`config.mk`:
```
export PLATFORM = sky130hd
export DESIGN_NAME = conv_window_feeder
export DESIGN_NICKNAME = d
export VERILOG_FILES = /design/src/rtl/conv_window_feeder_pkg.sv /design/src/rtl/window_addr_gen.sv /design/src/rtl/conv_window_feeder.sv
export SDC_FILE = /design/constraint.sdc
export NUM_CORES = 1
export LEC_CHECK = 0
export ABC_AREA = 1
export BUFFER_PORTS_ARGS = -buffer_cell sky130_fd_sc_hd__buf_2
export CAP_MARGIN = 20
export CELL_PAD_IN_SITES_DETAIL_PLACEMENT = 0
export CELL_PAD_IN_SITES_GLOBAL_PLACEMENT = 1
export CORE_MARGIN = 2
export CORE_UTILIZATION = 39
export DETAILED_ROUTE_END_ITERATION = 6
export GPL_ROUTABILITY_DRIVEN = 0
export GPL_TIMING_DRIVEN = 0
export PLACE_DENSITY = 0.78
export SLEW_MARGIN = 10
export SYNTH_ARGS = -nofsm -noshare
export SYNTH_HDL_FRONTEND = slang
export SYNTH_SLANG_ARGS = --single-unit
```
`constraint.sdc`:
```
create_clock -name i_clk -period 9.5 [get_ports i_clk]
set_input_delay 0.475 -clock i_clk [delete_from_list [all_inputs] [get_ports i_clk]]
set_output_delay 0.475 -clock i_clk [all_outputs]
set_load 0.005 [all_outputs]
```
`src/rtl/conv_window_feeder_pkg.sv`:
```
// Shared constants and types for the convolution window feeder.
package conv_window_feeder_pkg;

    // Address/dimension width, element width and SRAM beat width.
    localparam int CWF_ADDR_WIDTH   = 13;
    localparam int CWF_DATA_WIDTH   = 8;
    localparam int CWF_SRAM_WIDTH_O = 64;

    // Lanes per beat and its log2, shared with the convolution engine.
    localparam int CWF_LANES        = CWF_SRAM_WIDTH_O / CWF_DATA_WIDTH;
    localparam int CWF_LANE_LOG2    = $clog2(CWF_LANES);

    // Feeder control states.
    typedef enum logic [1:0] {
        ST_IDLE  = 2'd0,
        ST_FETCH = 2'd1,
        ST_GAP   = 2'd2,
        ST_FIN   = 2'd3
    } cwf_state_t;

endpackage

```
`src/rtl/window_addr_gen.sv`:
```
// Window address generator: kernel-row / chunk / output-column / output-row
// counter nest plus the SRAM element address adder.
module window_addr_gen
    import conv_window_feeder_pkg::*;
#(
    parameter int ADDR_WIDTH = CWF_ADDR_WIDTH,
    parameter int LANE_LOG2  = CWF_LANE_LOG2
) (
    input  logic                  i_clk,
    input  logic                  i_rst_n,
    input  logic                  i_load,
    input  logic                  i_step,
    input  logic                  i_advance,
    input  logic [ADDR_WIDTH-1:0] i_img_row,
    input  logic [ADDR_WIDTH-1:0] i_img_col,
    input  logic [ADDR_WIDTH-1:0] i_ker_row,
    input  logic [ADDR_WIDTH-1:0] i_ker_col,
    input  logic [ADDR_WIDTH-1:0] i_base_addr,
    output logic [ADDR_WIDTH-1:0] o_addr,
    output logic [ADDR_WIDTH-1:0] o_out_r,
    output logic [ADDR_WIDTH-1:0] o_out_c,
    output logic [ADDR_WIDTH-1:0] o_chunk_rem,
    output logic                  o_last_beat,
    output logic                  o_last_window
);

    // Column offset added per chunk (one beat worth of lanes).
    localparam logic [ADDR_WIDTH:0]   LANE_STEP = (ADDR_WIDTH+1)'(1 << LANE_LOG2);
    localparam logic [ADDR_WIDTH-1:0] LANE_INC  = ADDR_WIDTH'(1 << LANE_LOG2);

    logic [ADDR_WIDTH-1:0] r_img_row;
    logic [ADDR_WIDTH-1:0] r_img_col;
    logic [ADDR_WIDTH-1:0] r_ker_row;
    logic [ADDR_WIDTH-1:0] r_ker_col;
    logic [ADDR_WIDTH-1:0] r_base;
    logic [ADDR_WIDTH-1:0] r_row;
    logic [ADDR_WIDTH-1:0] r_col_off;
    logic [ADDR_WIDTH-1:0] r_out_r;
    logic [ADDR_WIDTH-1:0] r_out_c;

    logic                  w_last_chunk;
    logic                  w_last_row;
    logic                  w_last_col;
    logic [ADDR_WIDTH-1:0] w_row_idx;

    // The chunk is the last of its kernel row once the next chunk would start
    // at or past ker_col; the extra bit keeps the compare free of wrap.
    assign w_last_chunk  = ({1'b0, r_col_off} + LANE_STEP) >= {1'b0, r_ker_col};
    assign w_last_row    = (r_row == r_ker_row - ADDR_WIDTH'(1));
    assign w_last_col    = (r_out_c == r_img_col - r_ker_col);
    assign o_last_beat   = w_last_chunk && w_last_row;
    assign o_last_window = w_last_col && (r_out_r == r_img_row - r_ker_row);

    // Address arithmetic wraps modulo 2^ADDR_WIDTH by construction.
    assign w_row_idx   = r_out_r + r_row;
    assign o_addr      = r_base + w_row_idx * r_img_col + r_out_c + r_col_off;
    assign o_out_r     = r_out_r;
    assign o_out_c     = r_out_c;
    assign o_chunk_rem = r_ker_col - r_col_off;

    // Capture job geometry on load; step beats during fetch, windows during gap.
    always_ff @(posedge i_clk or negedge i_rst_n) begin
        if (!i_rst_n) begin
            r_img_row <= '0;
            r_img_col <= '0;
            r_ker_row <= '0;
            r_ker_col <= '0;
            r_base    <= '0;
            r_row     <= '0;
            r_col_off <= '0;
            r_out_r   <= '0;
            r_out_c   <= '0;
        end else if (i_load) begin
            r_img_row <= i_img_row;
            r_img_col <= i_img_col;
            r_ker_row <= i_ker_row;
            r_ker_col <= i_ker_col;
            r_base    <= i_base_addr;
            r_row     <= '0;
            r_col_off <= '0;
            r_out_r   <= '0;
            r_out_c   <= '0;
        end else begin
            if (i_step) begin
                if (w_last_chunk) begin
                    r_col_off <= '0;
                    r_row     <= w_last_row ? '0 : r_row + ADDR_WIDTH'(1);
                end else begin
                    r_col_off <= r_col_off + LANE_INC;
                end
            end
            if (i_advance) begin
                if (w_last_col) begin
                    r_out_c <= '0;
                    r_out_r <= r_out_r + ADDR_WIDTH'(1);
                end else begin
                    r_out_c <= r_out_c + ADDR_WIDTH'(1);
                end
            end
        end
    end

endmodule

```
`src/rtl/conv_window_feeder.sv`:
```
// Convolution window feeder: walks every valid-convolution window, reads the
// image SRAM one beat per cycle and hands masked beats to the engine.
module conv_window_feeder
    import conv_window_feeder_pkg::*;
#(
    parameter int ADDR_WIDTH   = CWF_ADDR_WIDTH,
    parameter int DATA_WIDTH   = CWF_DATA_WIDTH,
    parameter int SRAM_WIDTH_O = CWF_SRAM_WIDTH_O
) (
    input  logic                    i_clk,
    input  logic                    i_rst_n,
    input  logic                    i_start,
    input  logic [ADDR_WIDTH-1:0]   i_img_row,
    input  logic [ADDR_WIDTH-1:0]   i_img_col,
    input  logic [ADDR_WIDTH-1:0]   i_ker_row,
    input  logic [ADDR_WIDTH-1:0]   i_ker_col,
    input  logic [ADDR_WIDTH-1:0]   i_base_addr,
    output logic                    o_sram_rd_en,
    output logic [ADDR_WIDTH-1:0]   o_sram_rd_addr,
    input  logic [SRAM_WIDTH_O-1:0] i_sram_rd_data,
    output logic                    o_conv_en,
    output logic [SRAM_WIDTH_O-1:0] o_conv_data,
    output logic [ADDR_WIDTH-1:0]   o_out_r,
    output logic [ADDR_WIDTH-1:0]   o_out_c,
    output logic                    o_busy,
    output logic                    o_done
);

    localparam int LANES     = SRAM_WIDTH_O / DATA_WIDTH;
    localparam int LANE_LOG2 = $clog2(LANES);

    cwf_state_t            r_state;
    cwf_state_t            w_state_next;
    logic                  w_load;
    logic                  w_step;
    logic                  w_advance;
    logic                  w_rd_en;
    logic                  w_degenerate;

    logic [ADDR_WIDTH-1:0] w_addr;
    logic [ADDR_WIDTH-1:0] w_out_r;
    logic [ADDR_WIDTH-1:0] w_out_c;
    logic [ADDR_WIDTH-1:0] w_chunk_rem;
    logic                  w_last_beat;
    logic                  w_last_window;
    logic [LANES-1:0]      w_lane_live;

    logic                  r_conv_en;
    logic [ADDR_WIDTH-1:0] r_out_r;
    logic [ADDR_WIDTH-1:0] r_out_c;
    logic [LANES-1:0]      r_lane_live;
    logic                  r_done;

    window_addr_gen #(
        .ADDR_WIDTH (ADDR_WIDTH),
        .LANE_LOG2  (LANE_LOG2)
    ) u_addr_gen (
        .i_clk         (i_clk),
        .i_rst_n       (i_rst_n),
        .i_load        (w_load),
        .i_step        (w_step),
        .i_advance     (w_advance),
        .i_img_row     (i_img_row),
        .i_img_col     (i_img_col),
        .i_ker_row     (i_ker_row),
        .i_ker_col     (i_ker_col),
        .i_base_addr   (i_base_addr),
        .o_addr        (w_addr),
        .o_out_r       (w_out_r),
        .o_out_c       (w_out_c),
        .o_chunk_rem   (w_chunk_rem),
        .o_last_beat   (w_last_beat),
        .o_last_window (w_last_window)
    );

    // Jobs with an empty output plane skip straight to completion.
    assign w_degenerate = (i_img_row == '0) || (i_img_col == '0) ||
                          (i_ker_row == '0) || (i_ker_col == '0) ||
                          (i_ker_row > i_img_row) || (i_ker_col > i_img_col);

    // State register.
    always_ff @(posedge i_clk or negedge i_rst_n) begin
        if (!i_rst_n) begin
            r_state <= ST_IDLE;
        end else begin
            r_state <= w_state_next;
        end
    end

    // Next-state and control decode.
    always_comb begin
        w_state_next = r_state;
        w_load       = 1'b0;
        w_step       = 1'b0;
        w_advance    = 1'b0;
        w_rd_en      = 1'b0;
        case (r_state)
            ST_IDLE: begin
                if (i_start) begin
                    w_load       = 1'b1;
                    w_state_next = w_degenerate ? ST_FIN : ST_FETCH;
                end
            end
            ST_FETCH: begin
                w_rd_en = 1'b1;
                w_step  = 1'b1;
                if (w_last_beat) begin
                    w_state_next = w_last_window ? ST_FIN : ST_GAP;
                end
            end
            ST_GAP: begin
                w_advance    = 1'b1;
                w_state_next = ST_FETCH;
            end
            ST_FIN: begin
                w_state_next = ST_IDLE;
            end
            default: begin
                w_state_next = ST_IDLE;
            end
        endcase
    end

    // A lane is live while its column index is still inside the kernel row.
    genvar gi;
    generate
        for (gi = 0; gi < LANES; gi++) begin : g_lane
            assign w_lane_live[gi] = (w_chunk_rem > ADDR_WIDTH'(gi));
            assign o_conv_data[gi*DATA_WIDTH +: DATA_WIDTH] =
                (r_conv_en && r_lane_live[gi]) ? i_sram_rd_data[gi*DATA_WIDTH +: DATA_WIDTH]
                                               : {DATA_WIDTH{1'b0}};
        end
    endgenerate

    // Delay the read strobe, its window position and lane mask by one cycle
    // so they line up with the data returned by the SRAM.
    always_ff @(posedge i_clk or negedge i_rst_n) begin
        if (!i_rst_n) begin
            r_conv_en   <= 1'b0;
            r_out_r     <= '0;
            r_out_c     <= '0;
            r_lane_live <= '0;
        end else begin
            r_conv_en <= w_rd_en;
            if (w_rd_en) begin
                r_out_r     <= w_out_r;
                r_out_c     <= w_out_c;
                r_lane_live <= w_lane_live;
            end
        end
    end

    // Completion pulse follows the single FIN cycle.
    always_ff @(posedge i_clk or negedge i_rst_n) begin
        if (!i_rst_n) begin
            r_done <= 1'b0;
        end else begin
            r_done <= (r_state == ST_FIN);
        end
    end

    assign o_sram_rd_en   = w_rd_en;
    assign o_sram_rd_addr = w_rd_en ? w_addr : '0;
    assign o_conv_en      = r_conv_en;
    assign o_out_r        = r_out_r;
    assign o_out_c        = r_out_c;
    assign o_busy         = (r_state != ST_IDLE);
    assign o_done         = r_done;

endmodule

```
==> impl_results.md, run 1 <==
* Status: complete, but fails checks
* Failing checks: DRC, hold timing
* Yosys warns at 0
* Max Cap Viol at 0
* Clock Skews at 0.0146 ns
* Average cell area after synthesis at 7.41 um^2
* Final ANT Viol Nets at 0
* Grt peak-use layer: met2
* Final count of pins violating max slew at 0
* GRT Util Overall at 0.240
* Total number of H-tree levels at 4
* Worst r2r src: u_addr_gen.r_img_col[0]
* Achievable Freq at 119 MHz
* Minimum clock period at 8.42 ns
* Clock sink count at 152
* FF+latch count, synth at 152
* Met2 GRT Util at 0.432
* Chip height at 198 um
* Most frequent cells in the layout: inv_1 (406), nand2_1 (370), buf_2 (240), nor2_1 (209), dfrtp_1 (152)
* Unique cell type count in the Yosys netlist at 55
* Gate Count Post-Synth at 1985
* Number of port buffers at 238
* Vias in the first global route at 13.4k
* Full die area at 39300 um^2
* Antenna violations before repair at 5
* Vias at 13.5k
* DR pass1 iterations at 7
* Worst Max-Slew Pin Slew at 0.933 ns
* Via/cell ratio at 4.89
* Worst path slowest cell: fa_1
* Synthesis-to-finish area growth at 16.6%
* Setup TNS at 0 ns
* Maximum clock path buffer count at 2
* GRT Residual Overflow at 0
* Slew Limit Headroom at 0.378
* CP Capture Type: output port
* Initial core utilization at 0.393
* Max stage delay on crit path at 0.61 ns
* Critical Path Most Common Cell: nand2_1
* Final setup violating endpoints at 0
* Final net count at 2587
* Async set-reset flop share out of synthesis at 1.00
* Hold crit path type: input port to asynchronous set/reset pin
* Final worst path period share at 0.887
* Critical-path maximum fanout at 7
* Post-DR wirelength/cell at 16.6 um
* # rows at 71
* Post-CTS Setup Repair Bufs at 0
* RSZ-0062 raised after global routing: no
* Layout cell share with drive strength beyond 1 at 0.145
* Crit path arrival time at 7.95 ns
* Met1 usage at 0.288
* Post-synth net total at 2329
* Final Hold Vio Count at 6
* First-pass GRT wire length at 72200 um
* Residual DRC at 5
* DRT iter0 DRCs at 750
* Most common cell after layout, fill and taps aside: inv_1
* Crit Path Category: register to output port
* Synth Cell Area at 14700 um^2
* Drt total wl at 46100 um
* Post-synth top flop: dfrtp_1
* IO Count at 239
* Clock Pin Slew Worst Setup and Hold Paths at 0.07 ns
* Clk Latency, worst-skew pair at 0.46 ns
* Fill cell count at 3812
* Die W at 198 um
* Largest net degree at the start of global routing at 80
* Hold-fix buffers at CTS at 0
* Core Area at 37400 um^2
* Crit path from: u_addr_gen.o_out_r[0]
* Sequential area share after synthesis at 0.259
* Fin util at 0.458
* CTS tree: built
* Worst setup SP type: register
* Clk root buf: clkbuf_16
* Post-DP HPWL at 38800 um
* Grt met3 use at 0.0347
* Worst hold slack at -0.0190 ns
* CP Data Required Time at 9.03 ns
* Num CTS Buffers at 17
* CTS resizes at 0
* Number of synthesized flops with an enable pin at 0
[synthesized netlist by cell type, types with 3 or more instances]
cell	n	area, um^2
fa_1	79	1580
buf_2	3	15.0
o21ai_1	11	55.1
o22ai_1	8	50.1
o21ai_2	11	96.3
xor2_1	90	788
o21bai_1	5	37.5
clkbuf_1	22	82.6
inv_2	6	22.5
or2_1	4	25.0
buf_1	7	26.3
nor2_1	209	785
dfrtp_1	152	3800
nand4_1	22	138
o21ai_0	121	606
nor3b_1	7	52.6
o21a_1	6	45.0
o2111ai_1	6	52.6
nand3b_1	5	37.5
ha_1	133	1660
nor2_2	14	87.6
a21oi_1	73	365
nand2_1	370	1390
nand3_1	86	430
nand2_2	9	56.3
xnor2_1	32	280
inv_1	406	1520
o41ai_1	3	26.3
nor4_1	19	119
nor3_1	31	155
[final cells by class]
cell class / instances / area, um^2 / area share
antenna: 4 / 10.0 / 0.000584
buffer: 37 / 181 / 0.0106
clock buffer: 19 / 443 / 0.0259
clock inverter: 13 / 113 / 0.00657
inverter: 415 / 1560 / 0.0911
multi-input combinational: 1381 / 9160 / 0.534
sequential: 152 / 3800 / 0.222
tap: 511 / 639 / 0.0373
timing repair buffer: 239 / 1230 / 0.0717
[critical path: cells and delay by family (launching register included)]
family          cells  cell delay, ns
fa+ha+maj           9            4.08
simple gates       16            1.58
xor+xnor            2            0.59
flops               1            0.54
buf+inv             6            0.45
compound gates      1            0.25
[metal layers]
metal  share of wire  vias to the layer above
li1                -                     6743
met2            0.50                      384
met1            0.42                     6348
met3           0.052                       66
met5               0                        -
met4           0.033                        0
[path summary, 6_finish.rpt]
| check | slack, ns | end | depth (start not counted) |
|---|---|---|---|
| worst min register to register | 0.48 | o_out_c[6] | 2 |
| worst max register to register | 5.87 | u_addr_gen.o_out_r[11] | 14 |
| min in group i_clk | 0.23 | u_addr_gen.r_base[2] | 3 |
| worst min-delay path | -0.02 | u_addr_gen.r_ker_row[9] | 1 |
| worst max-delay path | 1.08 | o_sram_rd_addr[12] | 34 |
| max in group asynchronous | 8.72 | u_addr_gen.r_base[0] | 2 |
[cell families (layout without fill, tap and decap cells)]
group,after synthesis,count (layout),synth area share
and+or+nand+nor,784,784,0.228
buffers and inverters,452,723,0.118
AOI/OAI and AO/OA,260,260,0.0998
adders and majority gates,212,212,0.221
DFF,152,152,0.259
xor gates and xnor gates,123,123,0.0742
other,2,6,0.000511
[per-stage QoR]
stage | area (um^2) | std cells | setup slack [ns]
after CTS | 17100 | 2767 | 1.07
after global placement | 16500 | 2734 | 1.66
after global routing | 17100 | 2771 | 0.666
after floorplan | 14700 | 1985 | 2.68
after detailed placement | 16600 | 2735 | 1.57
final | 17100 | 2771 | 1.08
[state kept, by name, summed over array words and instances, names as in the netlist]
name and count:
o_out_c 13, o_out_r 13, u_addr_gen.o_out_c 13, u_addr_gen.o_out_r 13, u_addr_gen.r_base 13, u_addr_gen.r_img_col 13
u_addr_gen.r_img_row 13, u_addr_gen.r_ker_col 13, u_addr_gen.r_ker_row 13, u_addr_gen.r_row 13, u_addr_gen.r_col_off 10, r_lane_live 8
r_state 2, o_conv_en 1, o_done 1
Power of run 1 is left out: the tool's default activity adds up to more than one toggle a clock period on the data nets, which glitch-free logic cannot reach.
==> run 2: changes to the inputs <==
CELL_PAD_IN_SITES_DETAIL_PLACEMENT = 1   (was 0)
CELL_PAD_IN_SITES_GLOBAL_PLACEMENT = 2   (was 1)
CORE_UTILIZATION = 33   (was 39)
PLACE_DENSITY = 0.84   (was 0.78)
==> run 2 against run 1 <==
Compared with the run above: the flow finishes with violations (hold timing); clock skew is 0.0029 ns lower; non-clock buffer count is the same; critical endpoint unchanged; die area is 18% higher; sequential cell count did not move.
==> impl_results.md, run 2 (synthesized netlist as in run 1, its figures left out) <==
* Fin util at 0.390
* Final net count at 2587
* Worst r2r src: u_addr_gen.r_col_off[5]
* Num CTS Buffers at 17
* Initial core utilization at 0.333
* Fill cell count at 5684
* Clock sink count at 152
* Die W at 215 um
* Clock Skews at 0.0117 ns
* Worst path slowest cell: fa_1
* Post-CTS Setup Repair Bufs at 0
* Antenna diodes at 0
* Hold-fix buffers at CTS at 0
* Worst reg-to-reg setup slack at 5.78 ns
* CP Capture Type: output port
* GRT Util Overall at 0.229
* Achievable Freq at 118 MHz
* Most frequent cells in the layout: inv_1 (406), nand2_1 (370), buf_2 (240), nor2_1 (209), dfrtp_1 (152)
* RSZ-0062 raised after global routing: no
* CP Data Required Time at 9.03 ns
* Synthesis-to-finish area growth at 17.2%
* Drt total wl at 51900 um
* Chip height at 215 um
* Vias at 13.9k
* Minimum clock period at 8.49 ns
* Crit Path Category: register to output port
* Critical-path maximum fanout at 7
* Worst Max-Slew Pin Slew at 0.949 ns
* Fin worst setup slack at 1.01 ns
* Most common cell after layout, fill and taps aside: inv_1
* Maximum clock path buffer count at 2
* Capture point of the worst reg-to-reg path: u_addr_gen.r_row[5]
* Final Hold Vio Count at 8
* Post-DP HPWL at 44100 um
* Via/cell ratio at 4.87
* Pre-CTS WS at 1.50 ns
* # rows at 77
* Status: complete, but fails checks
* Final ANT Viol Nets at 0
* Final worst path period share at 0.894
* Max stage delay on crit path at 0.61 ns
* Vias in the first global route at 15.0k
* Residual DRC at 0
* Final setup violating endpoints at 0
* Clock Pin Slew Worst Setup and Hold Paths at 0.07 ns
* Number of port buffers at 238
* GRT Residual Overflow at 0
* IO Count at 239
* Crit path from: u_addr_gen.o_out_r[0]
* Post-DR wirelength/cell at 18.2 um
* Hold crit path type: input port to asynchronous set/reset pin
* Core Area at 44100 um^2
* Layout cell share with drive strength beyond 1 at 0.145
* CTS tree: built
* Clk Latency, worst-skew pair at 0.46 ns
* Largest net degree at the start of global routing at 78
* Setup TNS at 0 ns
* DR pass1 iterations at 5
* Slew Limit Headroom at 0.367
* Antenna violations before repair at 2
* DRT iter0 DRCs at 584
* Worst setup SP type: register
* Critical Path Most Common Cell: nand2_1
* Final count of pins violating max slew at 0
* CTS resizes at 0
* Total number of H-tree levels at 4
* Max Cap Viol at 0
* Full die area at 46300 um^2
* Clk root buf: clkbuf_16
* FF-to-FF path depth at 18
* Crit path arrival time at 8.02 ns
* Worst hold slack at -0.0303 ns
* First-pass GRT wire length at 82600 um
* Crit path buf inv count at 6
* Delay-heaviest family, CP: adder cells
* Failing checks: hold timing
-- run 2: cell types whose count changed in the layout (fill, tap and decap cells not counted), sizes merged --
cell / change
inv: +1
clkinv: -1
diode: -4
-- run 2: worst max-delay path by stage --
stage,endpoint,slack [ns],cells after the start
6_report,o_sram_rd_addr[12],1.01,34
3_5_place_dp,o_sram_rd_addr[12],1.50,34
2_1_floorplan,o_sram_rd_addr[12],2.68,33
4_1_cts,o_sram_rd_addr[12],0.97,34
5_1_grt,o_sram_rd_addr[12],0.50,34
3_3_place_gp,o_sram_rd_addr[12],1.59,34
-- run 2: stage by stage --
stage | cell area, um^2 | std cells
after floorplan | 14700 | 1985
after global placement | 16600 | 2815
after detailed placement | 16700 | 2816
after CTS | 17200 | 2848
after global routing | 17200 | 2848
final | 17200 | 2848
-- run 2: per-layer routing --
| layer | GRT usage | up-vias | part of all wire |
|---|---|---|---|
| met3 | 0.0398 | 73 | 0.046 |
| met1 | 0.275 | 6733 | 0.43 |
| met2 | 0.407 | 311 | 0.49 |
| li1 | - | 6737 | - |
| met5 | 0 | - | 0.00040 |
| met4 | 0.0878 | 4 | 0.036 |
-- run 2: cell type report --
cell class              instances  area, um^2  share of cell area
well taps                     592         741              0.0430
clock buffers                  19         443              0.0257
inverters                     415        1560              0.0906
plain buffers                  37         181              0.0105
flip-flops and latches        152        3800               0.221
clock inverters                13         115             0.00668
multi-input cells            1381        9160               0.531
repair buffers                239        1230              0.0713
-- run 2: worst register-to-register path: stages, from the launching register on --
cell and delay, ns:
dfrtp_1 0.39, inv_1 0.16, nor3_1 0.35, nand2_1 0.08
nor2_1 0.21, nand3_1 0.18, nor2_1 0.15, nand2_1 0.09
xor2_1 0.25, inv_1 0.09, ha_1 0.31, nand2_1 0.06
nor2_1 0.16, o211ai_1 0.11, nand2_1 0.18, o21ai_2 0.12
buf_2 0.22, a21oi_2 0.39, nor3b_1 0.11
Power of run 2 is left out for the same reason.
